### config.mk
export PLATFORM = sky130hd
export DESIGN_NAME = alu_exec_unit_flat
export DESIGN_NICKNAME = d
export VERILOG_FILES = /design/src/rtl/alu_exec_if.sv /design/src/rtl/alu_exec_unit.sv /design/src/flat_wrapper.sv
export SDC_FILE = /design/constraint.sdc
export NUM_CORES = 1
export LEC_CHECK = 0
export ABC_AREA = 1
export ABC_CLOCK_PERIOD_IN_PS = 3300
export BUFFER_PORTS_ARGS = -buffer_cell sky130_fd_sc_hd__buf_4
export CAP_MARGIN = 20
export CORE_ASPECT_RATIO = 0.9
export CORE_MARGIN = 1
export CORE_UTILIZATION = 35
export DETAILED_ROUTE_END_ITERATION = 12
export HOLD_SLACK_MARGIN = 0.02
export PLACE_DENSITY_LB_ADDON = 0.1
export RECOVER_POWER = 50
export SKIP_CTS_REPAIR_TIMING = 1
export SLEW_MARGIN = 20
export SYNTH_ARGS = -nofsm -noshare
export SYNTH_HDL_FRONTEND = slang
export SYNTH_SLANG_ARGS = --single-unit
### constraint.sdc
create_clock -name clk -period 3.3 [get_ports clk]
set_input_delay 0.165 -clock clk [delete_from_list [all_inputs] [get_ports clk]]
set_output_delay 0.165 -clock clk [all_outputs]
set_load 0.01 [all_outputs]
### src/rtl/alu_exec_if.sv
// alu_exec_if
//   Bundles the operation handshake between the EX stage (master) and the
//   ALU execute unit (slave).
//   master -> slave : start, alu_ctrl, a, b, shamt
//   slave -> master : busy, done, result, carry, zero, negative
interface alu_exec_if #(
  parameter int WIDTH = 32,
  parameter int SHW   = 5
) ();

  logic             start;
  logic [3:0]       alu_ctrl;
  logic [WIDTH-1:0] a;
  logic [WIDTH-1:0] b;
  logic [SHW-1:0]   shamt;
  logic             busy;
  logic             done;
  logic [WIDTH-1:0] result;
  logic             carry;
  logic             zero;
  logic             negative;

  modport master (
    output start, alu_ctrl, a, b, shamt,
    input  busy, done, result, carry, zero, negative
  );

  modport slave (
    input  start, alu_ctrl, a, b, shamt,
    output busy, done, result, carry, zero, negative
  );

endinterface

### src/rtl/alu_exec_unit.sv
// alu_exec_unit
//   Execute-stage ALU. Logical/arithmetic codes finish one cycle after the
//   start edge; shifts step one bit per cycle and finish n+1 cycles after
//   the start edge. Result and flags are registered and held until the
//   next completed operation.
// Ports:
//   clk  - rising-edge clock
//   rst  - synchronous active-high reset (aborts any operation, no done)
//   bus  - alu_exec_if.slave: start/alu_ctrl/a/b/shamt in,
//          busy/done/result/carry/zero/negative out
module alu_exec_unit #(
  parameter int WIDTH = 32,
  parameter int SHW   = 5
) (
  input  logic     clk,
  input  logic     rst,
  alu_exec_if.slave bus
);

  typedef enum logic [1:0] {
    IDLE  = 2'd0,
    SHIFT = 2'd1,
    FIN   = 2'd2
  } state_t;

  state_t           state_reg, state_next;
  logic [1:0]       shop_reg, shop_next;     // 00 SLL, 01 SRL, 10 SRA
  logic [WIDTH-1:0] shreg_reg, shreg_next;
  logic [SHW-1:0]   cnt_reg, cnt_next;
  logic [WIDTH-1:0] result_reg, result_next;
  logic             carry_reg, carry_next;
  logic             zero_reg, zero_next;
  logic             neg_reg, neg_next;

  // ---------------------------------------------------------------------
  // Single-cycle operation results, computed straight from the inputs at
  // the start edge so they can be registered on entry to FIN.
  // ---------------------------------------------------------------------
  logic [WIDTH:0]   add_sum;
  logic [WIDTH-1:0] diff_x;
  logic [WIDTH-1:0] below_any;   // below_any[i]: some bit of diff_x under i is set
  logic [WIDTH-1:0] lsb_onehot;  // isolates the lowest set bit of diff_x
  logic [SHW-1:0]   diff_idx;

  assign add_sum = {1'b0, bus.a} + {1'b0, bus.b};
  assign diff_x  = bus.a ^ bus.b;

  assign below_any[0]  = 1'b0;
  assign lsb_onehot[0] = diff_x[0];

  generate
    for (genvar gi = 1; gi < WIDTH; gi++) begin : g_lsb
      assign below_any[gi]  = below_any[gi-1] | diff_x[gi-1];
      assign lsb_onehot[gi] = diff_x[gi] & ~below_any[gi];
    end
  endgenerate

  // At most one bit of lsb_onehot is set, so OR-ing indices encodes it.
  // When a==b nothing is set and the index stays 0.
  always_comb begin
    diff_idx = '0;
    for (int i = 0; i < WIDTH; i++) begin
      if (lsb_onehot[i]) begin
        diff_idx = diff_idx | SHW'(i);
      end
    end
  end

  logic             is_shift;
  logic [SHW-1:0]   shift_n;
  logic [WIDTH-1:0] op_result;
  logic             op_carry;

  // Shift codes are x100/x101/x110; bit 3 selects the variable amount.
  assign is_shift = bus.alu_ctrl[2] & (bus.alu_ctrl[1:0] != 2'b11);
  assign shift_n  = bus.alu_ctrl[3] ? bus.b[SHW-1:0] : bus.shamt;

  always_comb begin
    op_result = '0;
    op_carry  = 1'b0;
    case (bus.alu_ctrl)
      4'b1000: begin
        op_result = add_sum[WIDTH-1:0];
        op_carry  = add_sum[WIDTH];
      end
      4'b1001: op_result = ~bus.b + 1'b1;
      4'b1010: op_result = bus.a & bus.b;
      4'b1011: op_result = bus.a ^ bus.b;
      4'b1111: op_result = WIDTH'(diff_idx);
      default: begin
        op_result = '0;
        op_carry  = 1'b0;
      end
    endcase
  end

  // ---------------------------------------------------------------------
  // One-bit shift step; shift_out is the bit leaving the register.
  // ---------------------------------------------------------------------
  logic [WIDTH-1:0] shift_step;
  logic             shift_out;

  always_comb begin
    shift_step = shreg_reg;
    shift_out  = 1'b0;
    case (shop_reg)
      2'b00: begin
        shift_step = {shreg_reg[WIDTH-2:0], 1'b0};
        shift_out  = shreg_reg[WIDTH-1];
      end
      2'b01: begin
        shift_step = {1'b0, shreg_reg[WIDTH-1:1]};
        shift_out  = shreg_reg[0];
      end
      default: begin
        shift_step = {shreg_reg[WIDTH-1], shreg_reg[WIDTH-1:1]};
        shift_out  = shreg_reg[0];
      end
    endcase
  end

  // ---------------------------------------------------------------------
  // Next-state / datapath control
  // ---------------------------------------------------------------------
  logic             fin_load;
  logic [WIDTH-1:0] fin_result;
  logic             fin_carry;

  always_comb begin
    state_next = state_reg;
    shop_next  = shop_reg;
    shreg_next = shreg_reg;
    cnt_next   = cnt_reg;
    fin_load   = 1'b0;
    fin_result = '0;
    fin_carry  = 1'b0;

    case (state_reg)
      IDLE: begin
        if (bus.start) begin
          if (is_shift && (shift_n != '0)) begin
            shreg_next = bus.a;
            cnt_next   = shift_n;
            shop_next  = bus.alu_ctrl[1:0];
            state_next = SHIFT;
          end else if (is_shift) begin
            // Zero-length shift passes a through with no carry.
            fin_load   = 1'b1;
            fin_result = bus.a;
            state_next = FIN;
          end else begin
            fin_load   = 1'b1;
            fin_result = op_result;
            fin_carry  = op_carry;
            state_next = FIN;
          end
        end
      end

      SHIFT: begin
        shreg_next = shift_step;
        cnt_next   = cnt_reg - 1'b1;
        // The last step goes straight into the result registers so the
        // shift finishes n+1 cycles after the start edge.
        if (cnt_reg == SHW'(1)) begin
          fin_load   = 1'b1;
          fin_result = shift_step;
          fin_carry  = shift_out;
          state_next = FIN;
        end
      end

      FIN: begin
        state_next = IDLE;
      end

      default: begin
        state_next = IDLE;
      end
    endcase

    result_next = fin_load ? fin_result : result_reg;
    carry_next  = fin_load ? fin_carry : carry_reg;
    zero_next   = fin_load ? (fin_result == '0) : zero_reg;
    neg_next    = fin_load ? fin_result[WIDTH-1] : neg_reg;
  end

  always_ff @(posedge clk) begin
    if (rst) begin
      state_reg  <= IDLE;
      shop_reg   <= 2'b00;
      shreg_reg  <= '0;
      cnt_reg    <= '0;
      result_reg <= '0;
      carry_reg  <= 1'b0;
      zero_reg   <= 1'b0;
      neg_reg    <= 1'b0;
    end else begin
      state_reg  <= state_next;
      shop_reg   <= shop_next;
      shreg_reg  <= shreg_next;
      cnt_reg    <= cnt_next;
      result_reg <= result_next;
      carry_reg  <= carry_next;
      zero_reg   <= zero_next;
      neg_reg    <= neg_next;
    end
  end

  assign bus.busy     = (state_reg != IDLE);
  assign bus.done     = (state_reg == FIN);
  assign bus.result   = result_reg;
  assign bus.carry    = carry_reg;
  assign bus.zero     = zero_reg;
  assign bus.negative = neg_reg;

endmodule
### src/flat_wrapper.sv
// flat-port wrapper written by rule: the top's interface ports become plain ports
module alu_exec_unit_flat 
#(
  parameter int WIDTH = 32,
  parameter int SHW   = 5
)
  (clk, rst, bus_start, bus_alu_ctrl, bus_a, bus_b, bus_shamt, bus_busy, bus_done, bus_result, bus_carry, bus_zero, bus_negative);
  alu_exec_if #(.WIDTH(WIDTH), .SHW(SHW)) bus_i ();
  input  logic clk;
  input  logic rst;
  input wire logic [$bits(bus_i.start)-1:0] bus_start;
  input wire logic [$bits(bus_i.alu_ctrl)-1:0] bus_alu_ctrl;
  input wire logic [$bits(bus_i.a)-1:0] bus_a;
  input wire logic [$bits(bus_i.b)-1:0] bus_b;
  input wire logic [$bits(bus_i.shamt)-1:0] bus_shamt;
  output wire logic [$bits(bus_i.busy)-1:0] bus_busy;
  output wire logic [$bits(bus_i.done)-1:0] bus_done;
  output wire logic [$bits(bus_i.result)-1:0] bus_result;
  output wire logic [$bits(bus_i.carry)-1:0] bus_carry;
  output wire logic [$bits(bus_i.zero)-1:0] bus_zero;
  output wire logic [$bits(bus_i.negative)-1:0] bus_negative;
  assign bus_i.start = bus_start;
  assign bus_i.alu_ctrl = bus_alu_ctrl;
  assign bus_i.a = bus_a;
  assign bus_i.b = bus_b;
  assign bus_i.shamt = bus_shamt;
  assign bus_busy = bus_i.busy;
  assign bus_done = bus_i.done;
  assign bus_result = bus_i.result;
  assign bus_carry = bus_i.carry;
  assign bus_zero = bus_i.zero;
  assign bus_negative = bus_i.negative;
  alu_exec_unit #(.WIDTH(WIDTH), .SHW(SHW)) u_core (.clk(clk), .rst(rst), .bus(bus_i));
endmodule
* After elaboration in Yosys (flattened, before gate mapping) *
Cells that the tools add are included.

operators by class
  add/sub/neg operators = 3
  equal/unequal tests = 13
  muxes and demuxes = 99
  bitwise gates (word level) = 96
  reduce and logical (&&, ||, !) cells = 10

operators with widths
  cell                   number
  $mux 32                16
  $pmux 32 s2            3
  $pmux 32 s5            1
  $mux 5                 22
  $mux 2                 17
  $add 32x32->33         1
  $add 32x1->32 const B  1
  $and 1x1->1            32
  $and 32x32->32         1
  $logic_not 32->1       1
  $mux 4                 8
  $not 32->32            1
  $xor 32x32->32         1
  $not 1->1              31
  $or 1x1->1             30
  $mux 1                 24
  $eq 4x4->1 const B     5
  $mux 3                 4
  $pmux 5 s2             1
  $reduce_and 3->1       2
  $eq 5x1->1 const B     1
  $reduce_bool 5->1      1
  $sub 5x1->5 const B    1
  $eq 2x1->1 const B     2
  9 further kinds        14

storage, ports and cells
  register bits after elaboration = 76
  bits of input ports = 76
  output and inout bits = 37
  word-level logic and storage cells = 229

* Depth between registers and ports, before layout *
  depth in word-level cells = 46
  depth in mapped cells = 22
  mapped depth without buffers = 22

* Least setup slack after synthesis *
OpenSTA, ideal clock, no wires.

  kind = input-to-reg
  start point = in bus_b[5]
  end point = reg u_core.result_reg[0] (netlist: u_core.bus.result[0])
  library setup time = 0.056 ns
  data arrival time = 2.426 ns
  slack = 0.817 ns
  cell stages on the path = 22
  path through = ha_1 -> buf_6 -> nor2_4 -> nand3_2 -> nor2_4 -> nand3_4 -> nor3_4 -> nand4_2 -> nor2_4 -> nand4_4 -> nor2_4 -> nand4_2 -> nor2_2 -> nand2_1 -> nand3_1 -> nand2_1 -> nand3_1 -> nand2_1 -> nand2_1 -> a21oi_1 -> or2_1 -> inv_1

on the way
  cells in the longest elaborated chain, start to end = 41
  elaborated cells between the ends (all ways) = 92

ends and longest elaborated chain
  item                                                 RTL line                                  source
  from (decl)                                          flat_wrapper.sv:14                        input wire logic [$bits(bus_i.b)-1:0] bus_b;
  $xor 32x32->32 *                                     alu_exec_unit.sv:46                       assign diff_x = bus.a ^ bus.b;
  $or 1x1->1 (2 in series)                             alu_exec_unit.sv:53                       assign below_any[gi] = below_any[gi-1] | diff_x[gi-1];
  $not 1->1 or $or 1x1->1 (tied branches)              alu_exec_unit.sv:54, alu_exec_unit.sv:53
  $and 1x1->1 or $or 1x1->1 (tied branches)            alu_exec_unit.sv:54, alu_exec_unit.sv:53
  $mux 3, or another cell as far along                 alu_exec_unit.sv:63                       if (lsb_onehot[i]) begin
  $mux 4, or another cell as far along (8 in series)   alu_exec_unit.sv:63
  $mux 5, or another cell as far along (13 in series)  alu_exec_unit.sv:63
  $mux 5 or $not 1->1 (tied branches)                  alu_exec_unit.sv:63, alu_exec_unit.sv:54
  (+5 left out)                                        -
  $mux 32 *                                            alu_exec_unit.sv:140                      if (bus.start) begin
  $mux 32 *                                            alu_exec_unit.sv:138                      case (state_reg)
  $mux 32 *                                            alu_exec_unit.sv:141                      if (is_shift && (shift_n != '0)) begin
  $mux 32 *                                            alu_exec_unit.sv:140
  $mux 32 *                                            alu_exec_unit.sv:138
  $mux 32 *                                            alu_exec_unit.sv:140
  $mux 32 *                                            alu_exec_unit.sv:138
  $pmux 32 s2 *                                        alu_exec_unit.sv:138
  to (signal assigned)                                 alu_exec_unit.sv:203                      result_reg <= result_next;
  to (decl)                                            alu_exec_unit.sv:30                       logic [WIDTH-1:0] result_reg, result_next;

Mark *: on every way between the ends. The rest lies on a longest branch, timed or not. The select of a mux whose other input is x is not followed.
A chain may end at the register's enable or synchronous reset.

* Final worst setup path *
  start point = in bus_a[5]
  end point = reg u_core.zero_reg (netlist: u_core.bus.zero)

on the way
  cells in the longest elaborated chain, start to end = 42
  elaborated cells between the ends (all ways) = 121

ends and longest elaborated chain
  item                                                 RTL line                                  source
  from (decl)                                          flat_wrapper.sv:13                        input wire logic [$bits(bus_i.a)-1:0] bus_a;
  $xor 32x32->32                                       alu_exec_unit.sv:46, alu_exec_unit.sv:88
  $or 1x1->1                                           alu_exec_unit.sv:53
  $or 1x1->1 or $not 1->1 (tied branches)              alu_exec_unit.sv:53, alu_exec_unit.sv:54
  $not 1->1, or another cell as far along              alu_exec_unit.sv:54                       assign lsb_onehot[gi] = diff_x[gi] & ~below_any[gi];
  $and 1x1->1, or another cell as far along            alu_exec_unit.sv:54
  $mux 3, or another cell as far along                 alu_exec_unit.sv:63
  $mux 4, or another cell as far along (8 in series)   alu_exec_unit.sv:63
  $mux 5, or another cell as far along (14 in series)  alu_exec_unit.sv:63
  (+6 left out)                                        -
  $mux 32 *                                            alu_exec_unit.sv:138
  $mux 32 *                                            alu_exec_unit.sv:141
  $mux 32 *                                            alu_exec_unit.sv:140
  $mux 32 *                                            alu_exec_unit.sv:138
  $mux 32 *                                            alu_exec_unit.sv:140
  $mux 32 *                                            alu_exec_unit.sv:138
  $pmux 32 s2 *                                        alu_exec_unit.sv:138
  $logic_not 32->1 *                                   alu_exec_unit.sv:184                      zero_next = fin_load ? (fin_result == '0) : zero_reg;
  to (signal assigned)                                 alu_exec_unit.sv:205                      zero_reg <= zero_next;
  to (decl)                                            alu_exec_unit.sv:32                       logic zero_reg, zero_next;

Marks and branches as above.

==> impl_metrics.json <==
{
  "dieArea_um2": 24500,
  "finalCriticalPeriod_ps": 2990,
  "cts_root_buffer": "clkbuf_16",
  "critical_path.top_delay_family": "simple AND/OR/NAND/NOR gates",
  "clock_skew_ps": 6.66,
  "rr_worst_depth": 10,
  "diodes": 0,
  "finalHoldViolations": 0,
  "vias": 10600,
  "endpoint_kind": "register",
  "start_util_pct": 35.8,
  "clk_pin_slew_ps": 60,
  "rsz0062_at_grt": "false",
  "vias_per_cell": 5.43,
  "timing.final.max_slew_violations": 0,
  "post-place-cells": 1934,
  "grt_max_degree": 34,
  "row_count": 53,
  "grt-ovfl-total": 0,
  "critPathLaunchType": "input pin",
  "critPathLaunch": "bus_a[5]",
  "gp_congestion": 0.966,
  "crit_fanout": 4,
  "fp.dieH_um": 149,
  "busiest_layer": "met2",
  "synth_edf_count": 0,
  "cp.depth": 22,
  "area_delta_synth_final_pct": 21.7,
  "cts_max_path_buffers": 2,
  "reg2reg_to": "u_core.bus.result[1]",
  "yosysWarnings": 0,
  "criticalPathCategory": "input pin to register",
  "postSynthCellCount": 1489,
  "postSynth.asyncResetShare_pct": 0,
  "drive_gt1_share_pct": 14.6,
  "drc_errors": 0,
  "antenna_found_initial": 0,
  "clock-sinks": 75,
  "grt_use_met2_pct": 47.0,
  "synthDistinctLibCells": 53,
  "synth_seq_cells": 75,
  "yosysSeqAreaShare_pct": 17.9,
  "die_w_um": 165,
  "synth_flop_cell": "dfxtp_1",
  "vdd_ir_drop_max_mv": 0.252,
  "p_leak_uw": 0.00498,
  "synth_area_leaders": "dfxtp_1 18%, nand2_1 17%, inv_1 8.7%",
  "postRouteAntennaNets": 0,
  "first_pass_iters": 6,
  "cts.htree.levels": 3,
  "synth_top_area_share_pct": 17.9,
  "max_stage_delay_ps": 410,
  "cp-endpoint": "u_core.bus.zero",
  "cap_violations": 0,
  "layout.nets": 1755,
  "routed_wl_um": 36500,
  "cp_slowest_cell": "ha_1",
  "p_per_area_nw_per_um2": 341,
  "slew-limit-headroom_pct": 8.10,
  "synth_fp_nets": 1601,
  "crit_buf_inv": 1,
  "finalSetupViolations": 0,
  "arrival_ps": 3250,
  "hp-class": "input pin to register",
  "clk_latency_ps": 330,
  "total_power_uw": 3470,
  "drt-initial-drc-count": 927,
  "final_cells": 1950,
  "pin_count": 113,
  "cts-buffers-inserted": 9,
  "wl_per_cell_um": 18.7,
  "post-route-period-util_pct": 90.5,
  "dp_hpwl_um": 29900,
  "timing.fmax_mhz": 335,
  "tightest_slew_ps": 1380,
  "path_cells": "buf_4 -> ha_1 -> nand2_1 -> nor2_1 -> nand2_1 -> nand2_1 -> nand2_1 -> nand2_1 -> nand2_1 -> nand3_1 -> nand4_1 -> nand2_1 -> nand2_1 -> nor2_1 -> nand4_1 -> nor3_1 -> nand4_1 -> nor2_1 -> nand4_1 -> nor2_1 -> nand4_1 -> a21oi_1",
  "grt_use_met3_pct": 5.21,
  "cts_tree": "built",
  "grtUsageMet1_pct": 41.3,
  "syn-cell-area_um2": 8370,
  "required_ps": 3560,
  "grt_pass1_wl_um": 55600,
  "r2r-start": "u_core.state_reg[1]",
  "synth_area_per_cell_um2": 5.62,
  "core_um2": 23400,
  "yosysTopAreaCell": "dfxtp_1",
  "status": "finished clean",
  "grt_pass1_vias": 9819,
  "grt.total_usage_pct": 29.9,
  "cpMostUsedCell": "nand2_1",
  "r2r_setup_slack_ps": 440,
  "io_buffers": 112
}
cells in the mapped netlist (2+ instances only):
master and n:
buf_4 4, nand3_2 5, buf_2 9, nand4_1 41
o41ai_1 2, o2111ai_1 3, ha_1 35, nand4_2 3
nor2_2 14, buf_1 4, clkbuf_1 37, xor2_1 2
nor2_1 159, a21oi_1 112, nand3b_1 9, or2_2 12
nor2_4 8, nand2_1 377, nand2_2 3, inv_2 8
o21a_1 2, clkbuf_2 3, dfxtp_1 75, o21bai_1 2
o211ai_1 8, nand3_1 117, o21ai_0 134, a31oi_1 27
a311oi_1 2, inv_1 195, a211oi_1 12, buf_6 3
or2_1 8, o22ai_1 9, a221oi_1 2, a22o_1 2
nor3_1 19, nor4_1 6, a21o_1 2
final cells by class:
class / instances / area (µm²)
Inverter: 203 / 762
Tap cell: 302 / 378
Multi-Input combinational cell: 1150 / 5830
Sequential cell: 75 / 1500
Clock inverter: 4 / 73.8
Timing Repair Buffer: 204 / 1390
Fill cell: 2687 / 13200
Clock buffer: 12 / 246
where the power goes:
part / total, µW / switching, µW / internal (µW)
Combinational: 1350 / 878 / 469
Sequential: 1060 / 61.9 / 995
Clock: 1070 / 384 / 684
Total: 3470 / 1320 / 2150
per-stage QoR:
stage,hold slack [ps],area (µm²),TNS [ps],setup WS [ps],utilization [%]
2_1_floorplan,312,8370,0,817,-
3_3_place_gp,467,10000,-37.3,-37.3,42.8
3_5_place_dp,471,10000,0,9.19,42.8
4_1_cts,116,10300,0,352,44.2
5_1_grt,126,10200,0,22.8,43.5
6_report,129,10200,0,313,43.5
kinds of logic (layout without fill, tap and decap cells):
| logic type | count (synthesis) | in the layout | synth area share (%) |
|---|---|---|---|
| and+or+nand+nor | 787 | 787 | 42.3 |
| AOI/OAI and AO/OA | 325 | 325 | 21.5 |
| buffers and inverters | 264 | 423 | 12.6 |
| DFF | 75 | 75 | 17.9 |
| adders and majority gates | 36 | 36 | 5.47 |
| xor gates and xnor gates | 2 | 2 | 0.209 |
worst register-to-register path: stages, from the launching register on:
cell and delay [ps]:
dfxtp_1 450, nor2_1 100, nand2_1 70, inv_1 110, nand2_1 120, inv_1 210, nor2_2 140, clkbuf_1 1010
inv_1 250, o211ai_1 240, inv_1 60
metal layers:
metal	share of wire [%]	wire (µm)	vias up
met3	8.0	2910	50
met1	45	16500	4792
met5	0	0	-
met2	44	16000	481
li1	-	-	5256
met4	2.9	1060	0
worst min path at each step:
stage | cells after the start | slack (ps) | to | startpoint
2_1_floorplan | 2 | 310 | u_core.shreg_reg[21] | bus_a[21]
3_3_place_gp | 3 | 470 | u_core.shreg_reg[21] | bus_a[21]
3_5_place_dp | 3 | 470 | u_core.shreg_reg[25] | bus_a[25]
4_1_cts | 3 | 120 | u_core.shreg_reg[25] | bus_a[25]
5_1_grt | 3 | 130 | u_core.shreg_reg[21] | bus_a[21]
6_report | 3 | 130 | u_core.shreg_reg[25] | bus_a[25]
cells in the final DEF (no fill, tap or decap), drive strengths merged, types with 3 or more instances in the layout:
cell / instances
dfxtp: 75
or2: 21
nand3b: 9
nor4: 6
nand2: 380
nor3: 21
nand4: 45
a31oi: 27
o21ai: 136
clkbuf: 52
a21oi: 113
ha: 35
inv: 203
o211ai: 8
buf: 164
o2111ai: 3
nand3: 123
nor2: 181
a211oi: 12
o22ai: 9
No activity file was read; power rests on OpenSTA's default activity.
